$ cat config.mk
export PLATFORM = sky130hd
export DESIGN_NAME = fast_corner_detect
export DESIGN_NICKNAME = d
export VERILOG_FILES = /design/src/rtl/fast_pkg.sv /design/src/rtl/fast_corner_fifo.sv /design/src/rtl/fast_corner_detect.sv
export SDC_FILE = /design/constraint.sdc
export NUM_CORES = 1
export LEC_CHECK = 0
export CAP_MARGIN = 20
export CORE_ASPECT_RATIO = 1.75
export CORE_UTILIZATION = 59
export DETAILED_ROUTE_END_ITERATION = 10
export PLACE_DENSITY = 0.81
export SLEW_MARGIN = 20
export SYNTH_ARGS = -nofsm -noshare
export SYNTH_HDL_FRONTEND = slang
export SYNTH_SLANG_ARGS = --single-unit
$ cat constraint.sdc
create_clock -name clk -period 3.3 [get_ports clk]
set_clock_uncertainty 0.05 [all_clocks]
set_input_delay 0.33 -clock clk [delete_from_list [all_inputs] [get_ports clk]]
set_output_delay 0.33 -clock clk [all_outputs]
set_load 0.02 [all_outputs]
$ cat src/rtl/fast_pkg.sv
// Shared constants, types and helpers for the FAST corner detector.
package fast_pkg;

    localparam int unsigned PIXEL_WIDTH_DEF = 8;
    localparam int unsigned CIRCLE_N        = 16;
    localparam int unsigned SCORE_W         = 12;
    localparam int unsigned COORD_W         = 20;
    localparam int unsigned SCORE_MAX       = 4095;

    // Bresenham-16 ring offsets (dx, dy) from the window centre, k=0 at the top, clockwise.
    localparam int RING_DX [CIRCLE_N] = '{0, 1, 2, 3, 3, 3, 2, 1, 0, -1, -2, -3, -3, -3, -2, -1};
    localparam int RING_DY [CIRCLE_N] = '{-3, -3, -2, -1, 0, 1, 2, 3, 3, 3, 2, 1, 0, -1, -2, -3};

    // FIFO payload when scoring is built in.
    typedef struct packed {
        logic [COORD_W-1:0] xy;
        logic [SCORE_W-1:0] score;
    } corner_t;

    // True when mask holds len or more circularly contiguous ones.
    function automatic logic has_arc(input logic [CIRCLE_N-1:0] mask, input int unsigned len);
        logic       found;
        logic       run;
        logic [3:0] idx;
        found = 1'b0;
        for (int s = 0; s < int'(CIRCLE_N); s++) begin
            run = 1'b1;
            for (int j = 0; j < int'(CIRCLE_N); j++) begin
                idx = 4'((s + j) % 16);
                if (j < int'(len)) begin
                    run = run & mask[idx];
                end
            end
            found = found | run;
        end
        return found;
    endfunction

endpackage

$ cat src/rtl/fast_corner_fifo.sv
// Synchronous corner FIFO with a registered head entry and registered full/empty flags.
module fast_corner_fifo #(
    parameter int unsigned DEPTH  = 16,
    parameter int unsigned DATA_W = 32
) (
    input  logic              clk,
    input  logic              rst_n,
    input  logic              push_i,
    input  logic              pop_i,
    input  logic [DATA_W-1:0] data_i,
    output logic [DATA_W-1:0] head_o,
    output logic              empty_o,
    output logic              full_o
);

    localparam int unsigned AW = (DEPTH > 1) ? $clog2(DEPTH) : 1;
    localparam int unsigned CW = $clog2(DEPTH + 1);

    logic [DATA_W-1:0] mem_q [DEPTH];
    logic [AW-1:0]     wr_q, wr_d, rd_q, rd_d;
    logic [CW-1:0]     cnt_q, cnt_d;
    logic [DATA_W-1:0] head_q, head_d;
    logic              empty_q, full_q;
    logic              do_push, do_pop;

    // Pointer, occupancy and head-entry next state; a full FIFO accepts a push only alongside a pop.
    always_comb begin
        do_pop  = pop_i & ~empty_q;
        do_push = push_i & (~full_q | do_pop);
        wr_d    = do_push ? wr_q + AW'(1) : wr_q;
        rd_d    = do_pop  ? rd_q + AW'(1) : rd_q;
        cnt_d   = cnt_q + CW'(do_push) - CW'(do_pop);
        head_d  = head_q;
        if (do_push && ((cnt_q - CW'(do_pop)) == '0)) begin
            head_d = data_i;
        end else if (do_pop) begin
            head_d = mem_q[rd_d];
        end
    end

    // Storage array; no reset needed since occupancy gates every read.
    always_ff @(posedge clk) begin
        if (do_push) begin
            mem_q[wr_q] <= data_i;
        end
    end

    // Control and output registers.
    always_ff @(posedge clk or negedge rst_n) begin
        if (!rst_n) begin
            wr_q    <= '0;
            rd_q    <= '0;
            cnt_q   <= '0;
            head_q  <= '0;
            empty_q <= 1'b1;
            full_q  <= 1'b0;
        end else begin
            wr_q    <= wr_d;
            rd_q    <= rd_d;
            cnt_q   <= cnt_d;
            head_q  <= head_d;
            empty_q <= (cnt_d == '0);
            full_q  <= (cnt_d == CW'(DEPTH));
        end
    end

    assign head_o  = head_q;
    assign empty_o = empty_q;
    assign full_o  = full_q;

endmodule

$ cat src/rtl/fast_corner_detect.sv
// FAST corner detector: classify -> arc detect -> score/commit, then a corner FIFO.
// Build option FAST_SCORE_EN adds the corner score; without it corner_score is 0.
module fast_corner_detect
    import fast_pkg::*;
#(
    parameter int unsigned PIXEL_WIDTH = PIXEL_WIDTH_DEF,
    parameter int unsigned ARC_LEN     = 9,
    parameter int unsigned FIFO_DEPTH  = 16
) (
    input  logic                            clk,
    input  logic                            rst_n,
    input  logic                            ce,
    input  logic                            patch_vld,
    input  logic [CIRCLE_N*PIXEL_WIDTH-1:0] circle,
    input  logic [PIXEL_WIDTH-1:0]          center,
    input  logic [PIXEL_WIDTH-1:0]          threshold,
    input  logic [COORD_W-1:0]              xy_in,
    input  logic                            sof,
    output logic                            corner_vld,
    input  logic                            corner_rdy,
    output logic [COORD_W-1:0]              corner_xy,
    output logic [SCORE_W-1:0]              corner_score,
    output logic [15:0]                     frame_corners,
    output logic [15:0]                     overflow_cnt
);

    localparam int unsigned EW = PIXEL_WIDTH + 2;
`ifdef FAST_SCORE_EN
    localparam int unsigned ENTRY_W = COORD_W + SCORE_W;
    localparam int unsigned SUM_W   = (PIXEL_WIDTH + 4 > SCORE_W + 1) ? PIXEL_WIDTH + 4 : SCORE_W + 1;
`else
    localparam int unsigned ENTRY_W = COORD_W;
`endif

    logic [CIRCLE_N-1:0] bright_d, dark_d;
    logic [EW-1:0]       c_e, hi_e, lo_e, t_e, pix_e;
    logic                corner_d;

    logic                s1_vld_q, s2_vld_q, s3_vld_q;
    logic [COORD_W-1:0]  s1_xy_q, s2_xy_q, s3_xy_q;
    logic [CIRCLE_N-1:0] s1_bright_q, s1_dark_q;
    logic                s2_corner_q, s3_corner_q;

    logic                push, drop, fifo_empty, fifo_full;
    logic [ENTRY_W-1:0]  push_entry, fifo_head;
    logic [15:0]         frame_q, frame_d, ovf_q, ovf_d;

    // Stage-1 classification in widened arithmetic so centre +/- t never wraps.
    always_comb begin
        bright_d = '0;
        dark_d   = '0;
        pix_e    = '0;
        c_e      = EW'(center);
        t_e      = EW'(threshold);
        hi_e     = c_e + t_e;
        lo_e     = c_e - t_e;
        for (int k = 0; k < int'(CIRCLE_N); k++) begin
            pix_e       = EW'(circle[k*PIXEL_WIDTH +: PIXEL_WIDTH]);
            bright_d[k] = (pix_e > hi_e);
            dark_d[k]   = (c_e >= t_e) && (pix_e < lo_e);
        end
    end

    // Stage-2 corner flag from either contiguous arc.
    always_comb begin
        corner_d = has_arc(s1_bright_q, ARC_LEN) | has_arc(s1_dark_q, ARC_LEN);
    end

    // Pipeline stage registers, advancing only on ce.
    always_ff @(posedge clk or negedge rst_n) begin
        if (!rst_n) begin
            s1_vld_q    <= 1'b0;
            s2_vld_q    <= 1'b0;
            s3_vld_q    <= 1'b0;
            s1_xy_q     <= '0;
            s2_xy_q     <= '0;
            s3_xy_q     <= '0;
            s1_bright_q <= '0;
            s1_dark_q   <= '0;
            s2_corner_q <= 1'b0;
            s3_corner_q <= 1'b0;
        end else if (ce) begin
            s1_vld_q    <= patch_vld;
            s2_vld_q    <= s1_vld_q;
            s3_vld_q    <= s2_vld_q;
            s1_xy_q     <= xy_in;
            s2_xy_q     <= s1_xy_q;
            s3_xy_q     <= s2_xy_q;
            s1_bright_q <= bright_d;
            s1_dark_q   <= dark_d;
            s2_corner_q <= corner_d;
            s3_corner_q <= s2_corner_q;
        end
    end

`ifdef FAST_SCORE_EN
    logic [CIRCLE_N*PIXEL_WIDTH-1:0] exc_d, s1_exc_q, s2_exc_q;
    logic [PIXEL_WIDTH-1:0]          pix, diff;
    logic [SUM_W-1:0]                sum;
    logic [SCORE_W-1:0]              score_d, s3_score_q;
    corner_t                         head_entry;

    // Per-pixel excess max(|p-c|-t, 0), computed alongside classification.
    always_comb begin
        exc_d = '0;
        pix   = '0;
        diff  = '0;
        for (int k = 0; k < int'(CIRCLE_N); k++) begin
            pix  = circle[k*PIXEL_WIDTH +: PIXEL_WIDTH];
            diff = (pix > center) ? pix - center : center - pix;
            exc_d[k*PIXEL_WIDTH +: PIXEL_WIDTH] = (diff > threshold) ? diff - threshold : '0;
        end
    end

    // Stage-3 adder tree with saturation to the score width.
    always_comb begin
        sum = '0;
        for (int k = 0; k < int'(CIRCLE_N); k++) begin
            sum = sum + SUM_W'(s2_exc_q[k*PIXEL_WIDTH +: PIXEL_WIDTH]);
        end
        score_d = (sum > SUM_W'(SCORE_MAX)) ? SCORE_W'(SCORE_MAX) : SCORE_W'(sum);
    end

    // Score path registers.
    always_ff @(posedge clk or negedge rst_n) begin
        if (!rst_n) begin
            s1_exc_q   <= '0;
            s2_exc_q   <= '0;
            s3_score_q <= '0;
        end else if (ce) begin
            s1_exc_q   <= exc_d;
            s2_exc_q   <= s1_exc_q;
            s3_score_q <= score_d;
        end
    end

    assign push_entry   = {s3_xy_q, s3_score_q};
    assign head_entry   = fifo_head;
    assign corner_xy    = head_entry.xy;
    assign corner_score = head_entry.score;
`else
    assign push_entry   = s3_xy_q;
    assign corner_xy    = fifo_head;
    assign corner_score = '0;
`endif

    assign push = ce & s3_vld_q & s3_corner_q;
    assign drop = push & fifo_full & ~(corner_rdy & ~fifo_empty);

    fast_corner_fifo #(
        .DEPTH  (FIFO_DEPTH),
        .DATA_W (ENTRY_W)
    ) u_fifo (
        .clk     (clk),
        .rst_n   (rst_n),
        .push_i  (push),
        .pop_i   (corner_rdy),
        .data_i  (push_entry),
        .head_o  (fifo_head),
        .empty_o (fifo_empty),
        .full_o  (fifo_full)
    );

    // Frame and overflow counters; sof restarts the frame count, including a coincident corner.
    always_comb begin
        frame_d = frame_q;
        ovf_d   = ovf_q;
        if (sof) begin
            frame_d = push ? 16'd1 : 16'd0;
        end else if (push && (frame_q != 16'hFFFF)) begin
            frame_d = frame_q + 16'd1;
        end
        if (drop && (ovf_q != 16'hFFFF)) begin
            ovf_d = ovf_q + 16'd1;
        end
    end

    // Counter registers.
    always_ff @(posedge clk or negedge rst_n) begin
        if (!rst_n) begin
            frame_q <= '0;
            ovf_q   <= '0;
        end else begin
            frame_q <= frame_d;
            ovf_q   <= ovf_d;
        end
    end

    assign corner_vld    = ~fifo_empty;
    assign frame_corners = frame_q;
    assign overflow_cnt  = ovf_q;

endmodule

==> impl_metrics.env, run 1 <==
export IMPL_synthesis_area_per_instance_um2=12.6
export IMPL_global_route_usage_total_pct=31.9
export IMPL_final_setup_tns_ns=0
export IMPL_timing_hold_ws_ns=0.285
export IMPL_max_freq_ghz=0.332
export IMPL_gr_usage_met2_pct=58.4
export IMPL_cp_arrival_ns=3.43
export IMPL_postSynthRegisterBits=484
export IMPL_worst_skew_pair_late_latency_ns=0.56
export IMPL_slowest_cell_on_the_critical_path="clkdlybuf4s50_1"
export IMPL_timing_critical_path_to_type="flop"
export IMPL_gp_congestion=0.951
export IMPL_first_pass_iters=5
export IMPL_grt_setup_unrepaired="no"
export IMPL_finalMaxSlewViolations=0
export IMPL_timing_final_crit_share_pct=91.3
export IMPL_synth_most_common_cell="edfxtp_1"
export IMPL_overflow=0
export IMPL_drt_initial_drc_count=1411
export IMPL_grt_antenna_before_repair=9
export IMPL_slew_headroom_pct=53.5
export IMPL_multi_input_comb_area_um2=12800
export IMPL_yosys_area_top_type="edfxtp_1"
export IMPL_crit_type="in -> reg"
export IMPL_synth_yosys_seq_area_share_pct=50.3
export IMPL_cts_tree="done"
export IMPL_vias_in_the_first_global_route=21000
export IMPL_port_buffer_count=222
export IMPL_synth_area_leaders="edfxtp_1 35%, dfrtp_1 15%, ha_1 12%"
export IMPL_io_pins=235
export IMPL_cellPowerDensity_nw_per_um2=700
export IMPL_post_cts_setup_buffers=0
export IMPL_drc=0
export IMPL_tritoncts_num_buffers=40
export IMPL_placed_cells=2967
export IMPL_cp_max_fo=15
export IMPL_met1_usage_pct=34.0
export IMPL_cts_path_max_buffers=3
export IMPL_grt_max_degree=110
export IMPL_synth_lib_cells_used_distinct=74
export IMPL_run_status="finished, final reports clean"
export IMPL_cp_slowest_stage_delay_ns=0.50
export IMPL_finish_cell_count_without_fillers=3045
export IMPL_avgViaCountPerCell=6.54
export IMPL_die_h_um=286
export IMPL_hold_depth=3
export IMPL_cts_sinks=484
export IMPL_max_cap_violations=0
export IMPL_yosys_top_cells_count="320 x edfxtp_1, 271 x ha_1, 163 x dfrtp_1"
export IMPL_grt_first_pass_wirelength_um=113000
export IMPL_globalRoute_busiestLayer="met2"
export IMPL_post_synth_inst_count=2166
export IMPL_synth_enable_flop_cells=320
export IMPL_synth_top_cell_area_share_pct=35.2
export IMPL_fin_crit_ns=3.01
export IMPL_place_hpwl_um=52600
export IMPL_drive_gt1_share_pct=15.4
export IMPL_ys_dominant_reg_cell="edfxtp_1"
export IMPL_fill_cells=3086
export IMPL_critical_path_startpoint_type="input pin"
export IMPL_hold_path_class="in -> reg"
export IMPL_fin_nets=2877
export IMPL_detailroute_via_count=19900
export IMPL_post_synthesis_instance_area_um2=27300
export IMPL_cts_root_buf="clkbuf_16"
export IMPL_synthArstFlopShare_pct=33.9
export IMPL_initial_utilization_pct=60.2
export IMPL_dieWidth_um=165
export IMPL_floorplan_core_area_um2=45400
export IMPL_finalHoldViolations=0
export IMPL_critical_path_data_required_time_ns=3.71
export IMPL_globalRouteMet3Util_pct=3.73
export IMPL_power_leakage_nw=12.5
export IMPL_die_area_um2=47100
export IMPL_drt_antenna_violating_nets=0
export IMPL_path_cells="clkdlybuf4s50_1 -> inv_1 -> ha_1 -> nor2b_1 -> o21a_1 -> o21ai_1 -> nand2b_1 -> a21oi_1 -> xor2_1 -> buf_12 -> ha_1 -> o21a_1 -> o211ai_1 -> a21oi_1 -> a211o_1 -> a22oi_1"
export IMPL_ir_drop_mv=1.66
export IMPL_route_detailed_wl_per_inst_um=24.4
export IMPL_synth_warnings=0
export IMPL_cts_htree_levels=2
export IMPL_worst_r2r_path_depth=11
export IMPL_syn_to_final_growth_pct=17.8
export IMPL_row_count=103
export IMPL_totalWireLength_um=74200
export IMPL_timing_final_setup_violations=0
export IMPL_clk_transition_reported_paths_ns=0.07
export IMPL_tightestPinTransition_ns=0.698
export IMPL_sequential_cell_area_um2=13700
==> worst max-delay path: cells and delay by family <==
family                     cells  cell delay (ns)
xor gates and xnor gates       1             0.26
and+or+nand+nor                2             0.21
adders and majority gates      2             0.54
AOI/OAI and AO/OA              8             1.27
buffers and inverters          3             0.80
==> cells in the final DEF (no fill, tap or decap), drive strengths merged, types with 19 or more instances in the layout <==
| cell type | count |
|---|---|
| edfxtp | 320 |
| ha | 271 |
| clkdlybuf4s50 | 220 |
| dfrtp | 163 |
| buf | 114 |
| a21oi | 107 |
| mux2 | 85 |
| mux2i | 81 |
| o21ai | 74 |
| nand2 | 71 |
| o21a | 70 |
| inv | 66 |
| o221ai | 61 |
| nor2b | 58 |
| nor2 | 57 |
| nor3 | 57 |
| nand2b | 55 |
| clkbuf | 47 |
| nand4 | 45 |
| a31oi | 43 |
| mux4 | 40 |
| o221a | 40 |
| xnor2 | 30 |
| a22oi | 28 |
| nand3 | 26 |
| or3 | 24 |
| o22ai | 22 |
| xor2 | 20 |
| a211oi | 19 |
==> registers in the layout (all words and copies together) (netlist names), 5 cells and up <==
| signal | cells |
|---|---|
| u_fifo.mem_q | 320 |
| push_entry | 20 |
| s1_xy_q | 20 |
| s2_xy_q | 20 |
| u_fifo.head_o | 20 |
| frame_corners | 16 |
| overflow_cnt | 16 |
| s1_bright_q | 16 |
| s1_dark_q | 16 |
| u_fifo.cnt_q | 5 |
==> metrics by stage <==
stage          instance area [µm²]  setup slack [ns]  utilization, %  power (mW)
4_1_cts                      32100             0.194            70.8        22.5
3_5_place_dp                 30800            -0.401            68.0        17.7
2_1_floorplan                27300            0.0153               -        14.5
6_report                     32100             0.287            70.8        22.5
5_1_grt                      32100            0.0671            70.8        23.6
3_3_place_gp                 30800            -0.317            68.0        17.3
==> report_power, final <==
part           total (mW)  switching, mW  internal [mW]
Sequential           7.92          0.713           7.21
Clock                4.70           2.19           2.51
Combinational        9.87           5.30           4.57
==> final timing paths <==
path,end,slack (ns),startpoint
max,s1_dark_q[3],0.29,threshold[1]
min,frame_corners[0],0.29,ce
max reg2reg,u_fifo.head_o[14],0.30,u_fifo.empty_o
min reg2reg,s2_xy_q[18],0.45,s1_xy_q[18]
max in group asynchronous,s1_bright_q[11],2.07,rst_n
min in group asynchronous,push_entry[3],0.34,rst_n
==> cells by family after synthesis <==
family	share of synthesized area (%)
other	0.0137
adders and majority gates	12.6
AOI/OAI and AO/OA	14.0
DFF	50.3
and+or+nand+nor	8.49
muxes	9.78
buffers and inverters	3.20
xor gates and xnor gates	1.66
==> layer usage <==
metal  up-vias  share of wire [%]
met5         -              0.077
met4         8                6.4
met3       293                5.8
met2       912                 54
met1      9714                 34
li1       8980                  -
==> repair_timing <==
| item | 4_1_cts | 5_1_grt |
|---|---|---|
| resized for setup | 0 | 2 |
| setup endpoints to repair | 0 | 7 |
| hold buffers | 1 | 0 |
| hold endpoints to repair | 65 | 0 |
==> layout make-up <==
class	instances	share of cell area (%)
Multi-Input combinational cell	1510	40.0
Antenna cell	4	0.0312
Clock inverter	26	0.763
Timing Repair Buffer	335	10.4
Tap cell	577	2.25
Inverter	62	0.724
Sequential cell	484	42.7
Clock buffer	47	3.20
Power figures use the tool's default switching activity.
==> run 2, diff against run 1 <==
CORE_ASPECT_RATIO = 0.75   (was 1.75)
CORE_UTILIZATION = 23   (was 59)
PLACE_DENSITY = 0.39   (was 0.81)
==> impl_metrics.env, run 2 (synthesis gave the netlist of run 1 again) <==
export IMPL_run_status="finished, final reports clean"
export IMPL_timing_final_crit_share_pct=93.3
export IMPL_worstHoldEndpoint="s1_bright_q[12]"
export IMPL_cp_arrival_ns=3.59
export IMPL_layout_cells_most_common_list="320 x edfxtp_1, 270 x ha_1, 220 x clkdlybuf4s50_1"
export IMPL_timing_reg2reg_setup_slack_ns=0.32
export IMPL_totalWireLength_um=88100
export IMPL_initial_utilization_pct=23.2
export IMPL_detailroute_via_count=19500
export IMPL_cp_slowest_stage_delay_ns=0.49
export IMPL_critical_path_startpoint_type="input pin"
export IMPL_port_buffer_count=222
export IMPL_crit_type="in -> reg"
export IMPL_pwr_share_comb_pct=42.7
export IMPL_seqPwrFrac_pct=32.1
export IMPL_critical_path_most_common_cell="buf_4"
export IMPL_cts_htree_levels=2
export IMPL_avgViaCountPerCell=4.77
export IMPL_max_cap_violations=0
export IMPL_worstPathBufferInverterCount=6
export IMPL_hold_path_class="in -> reg"
export IMPL_cellPowerDensity_nw_per_um2=730
export IMPL_timing_critical_path_to_type="flop"
export IMPL_fin_nets=2931
export IMPL_max_freq_ghz=0.325
export IMPL_slew_headroom_pct=39.9
export IMPL_finalHoldViolations=0
export IMPL_ir_drop_mv=0.643
export IMPL_tritoncts_num_buffers=57
export IMPL_cts_root_buf="clkbuf_16"
export IMPL_placed_cells=3981
export IMPL_syn_to_final_growth_pct=26.2
export IMPL_finalMaxSlewViolations=0
export IMPL_drt_initial_drc_count=1143
export IMPL_drive_gt1_share_pct=18.1
export IMPL_dieWidth_um=400
export IMPL_first_pass_iters=8
export IMPL_layout_commonest_cell="edfxtp_1"
export IMPL_post_layout_total_power_mw=25.1
export IMPL_sequential_cell_area_um2=13700
export IMPL_largest_reg_flops=320
export IMPL_grt_setup_unrepaired="no"
export IMPL_intPower_mw=15.7
export IMPL_multi_input_comb_area_um2=12900
export IMPL_cts_sinks=484
export IMPL_worstHoldStart="ce"
export IMPL_clk_transition_reported_paths_ns=0.07
export IMPL_worst_skew_pair_late_latency_ns=0.65
export IMPL_finish_cell_count_without_fillers=4092
export IMPL_drc=0
export IMPL_floorplan_core_area_um2=118000
export IMPL_timing_rr_start="u_fifo.empty_o"
export IMPL_clock_power_share_pct=25.1
export IMPL_cts_path_max_buffers=3
export IMPL_global_route_usage_total_pct=14.5
export IMPL_post_cts_setup_buffers=0
export IMPL_grt_first_pass_wirelength_um=131000
export IMPL_io_pins=235
export IMPL_place_hpwl_um=62000
export IMPL_cp_max_fo=11
export IMPL_row_count=109
export IMPL_gp_congestion=0.848
export IMPL_vias_in_the_first_global_route=20400
export IMPL_fill_cells=11900
export IMPL_fin_crit_ns=3.08
export IMPL_number_of_gates_on_the_worst_path_with_buffers_counted=16
export IMPL_timing_final_setup_violations=0
export IMPL_die_area_um2=120000
export IMPL_path_cells="clkdlybuf4s50_1 -> inv_1 -> ha_1 -> buf_4 -> buf_4 -> a21o_1 -> a21oi_1 -> buf_4 -> xnor2_2 -> buf_12 -> ha_1 -> nand2_1 -> a21oi_1 -> a2111oi_0 -> o21ai_0 -> a22oi_1"
export IMPL_power_leakage_nw=13.0
export IMPL_hold_depth=3
export IMPL_critical_path_data_required_time_ns=3.81
export IMPL_tightestPinTransition_ns=0.902
export IMPL_critical_path_top_delay_family="compound AO/OA/AOI/OAI gates"
export IMPL_regMostFlops="u_fifo.mem_q"
export IMPL_netSwitchingPower_mw=9.43
export IMPL_switching_share_pct=37.5
export IMPL_worst_r2r_path_depth=10
export IMPL_cts_tree="done"
export IMPL_die_h_um=300
export IMPL_worstReg2RegEnd="u_fifo.empty_o"
export IMPL_route_detailed_wl_per_inst_um=21.5
export IMPL_drt_antenna_violating_nets=0
export IMPL_grt_max_degree=109
export IMPL_overflow=0
export IMPL_grt_antenna_before_repair=8
export IMPL_slowest_cell_on_the_critical_path="clkdlybuf4s50_1"
run 2: cell count changes in the layout (fill, tap and decap cells not counted), moves of 6 or more:
cell / before / now
clkbuf_1: 7 / 13
clkbuf_8: 0 / 9
clkinv_2: 7 / 14
clkbuf_16: 40 / 57
buf_12: 21 / 35
nor2_2: 3 / 14
buf_4: 92 / 115
nor2_1: 54 / 43
run 2: power groups by stage:
stage	sequential, mW	clock [mW]	combinational (mW)
after floorplan	7.87	0	6.63
after global placement	8.18	0	10.7
after detailed placement	8.21	0	10.8
after CTS	8.09	6.52	10.9
after global routing	8.19	6.75	11.7
final	8.08	6.32	10.7
run 2: worst max-delay path by stage:
stage                   end         start  slack [ns]
6_report       s1_dark_q[1]  threshold[2]        0.22
5_1_grt        s1_dark_q[0]  threshold[1]        0.02
4_1_cts        s1_dark_q[1]  threshold[2]        0.21
3_5_place_dp   s1_dark_q[1]  threshold[1]       -0.47
3_3_place_gp   s1_dark_q[0]  threshold[1]       -0.46
2_1_floorplan  s1_dark_q[3]  threshold[1]        0.02
run 2: layout make-up:
class / count / share of cell area (%)
sequential: 484 / 39.8
multi-input combinational: 1510 / 37.4
timing repair buffer: 372 / 11.0
tap: 1554 / 5.65
clock buffer: 78 / 4.60
clock inverter: 30 / 0.828
inverter: 62 / 0.679
antenna: 2 / 0.0145
run 2: stage by stage:
| step | util [%] | setup WS (ns) | TNS (ns) | cell area (µm²) | hold WS, ns |
|---|---|---|---|---|---|
| 3_3_place_gp | 27.7 | -0.460 | -9.59 | 32600 | 0.433 |
| 3_5_place_dp | 27.7 | -0.467 | -10.76 | 32600 | 0.438 |
| 2_1_floorplan | - | 0.0153 | 0 | 27300 | -0.0156 |
| 4_1_cts | 29.3 | 0.211 | 0 | 34400 | 0.111 |
| 5_1_grt | 29.3 | 0.0205 | 0 | 34400 | 0.140 |
| 6_report | 29.3 | 0.221 | 0 | 34400 | 0.165 |
run 2: repair_timing:
| action | 4_1_cts | 5_1_grt |
|---|---|---|
| hold endpoints to repair | 79 | 0 |
| setup endpoints to repair | 0 | 2 |
| hold buffers | 1 | 0 |
| resized for setup | 0 | 1 |
run 2: routing by layer:
layer / part of all wire, % / wire (µm) / up-vias / GRT usage (%)
met5: 0.10 / 89 / - / 0
met4: 1.8 / 1600 / 14 / 3.19
met3: 4.9 / 4340 / 123 / 2.68
met2: 45 / 39700 / 410 / 23.2
met1: 48 / 42400 / 9884 / 20.3
li1: - / - / 9108 / -
run 2: worst min-delay path, stage by stage:
cell,delay (ns)
buf_4,0.11
buf_4,0.22
o32ai_1,0.14
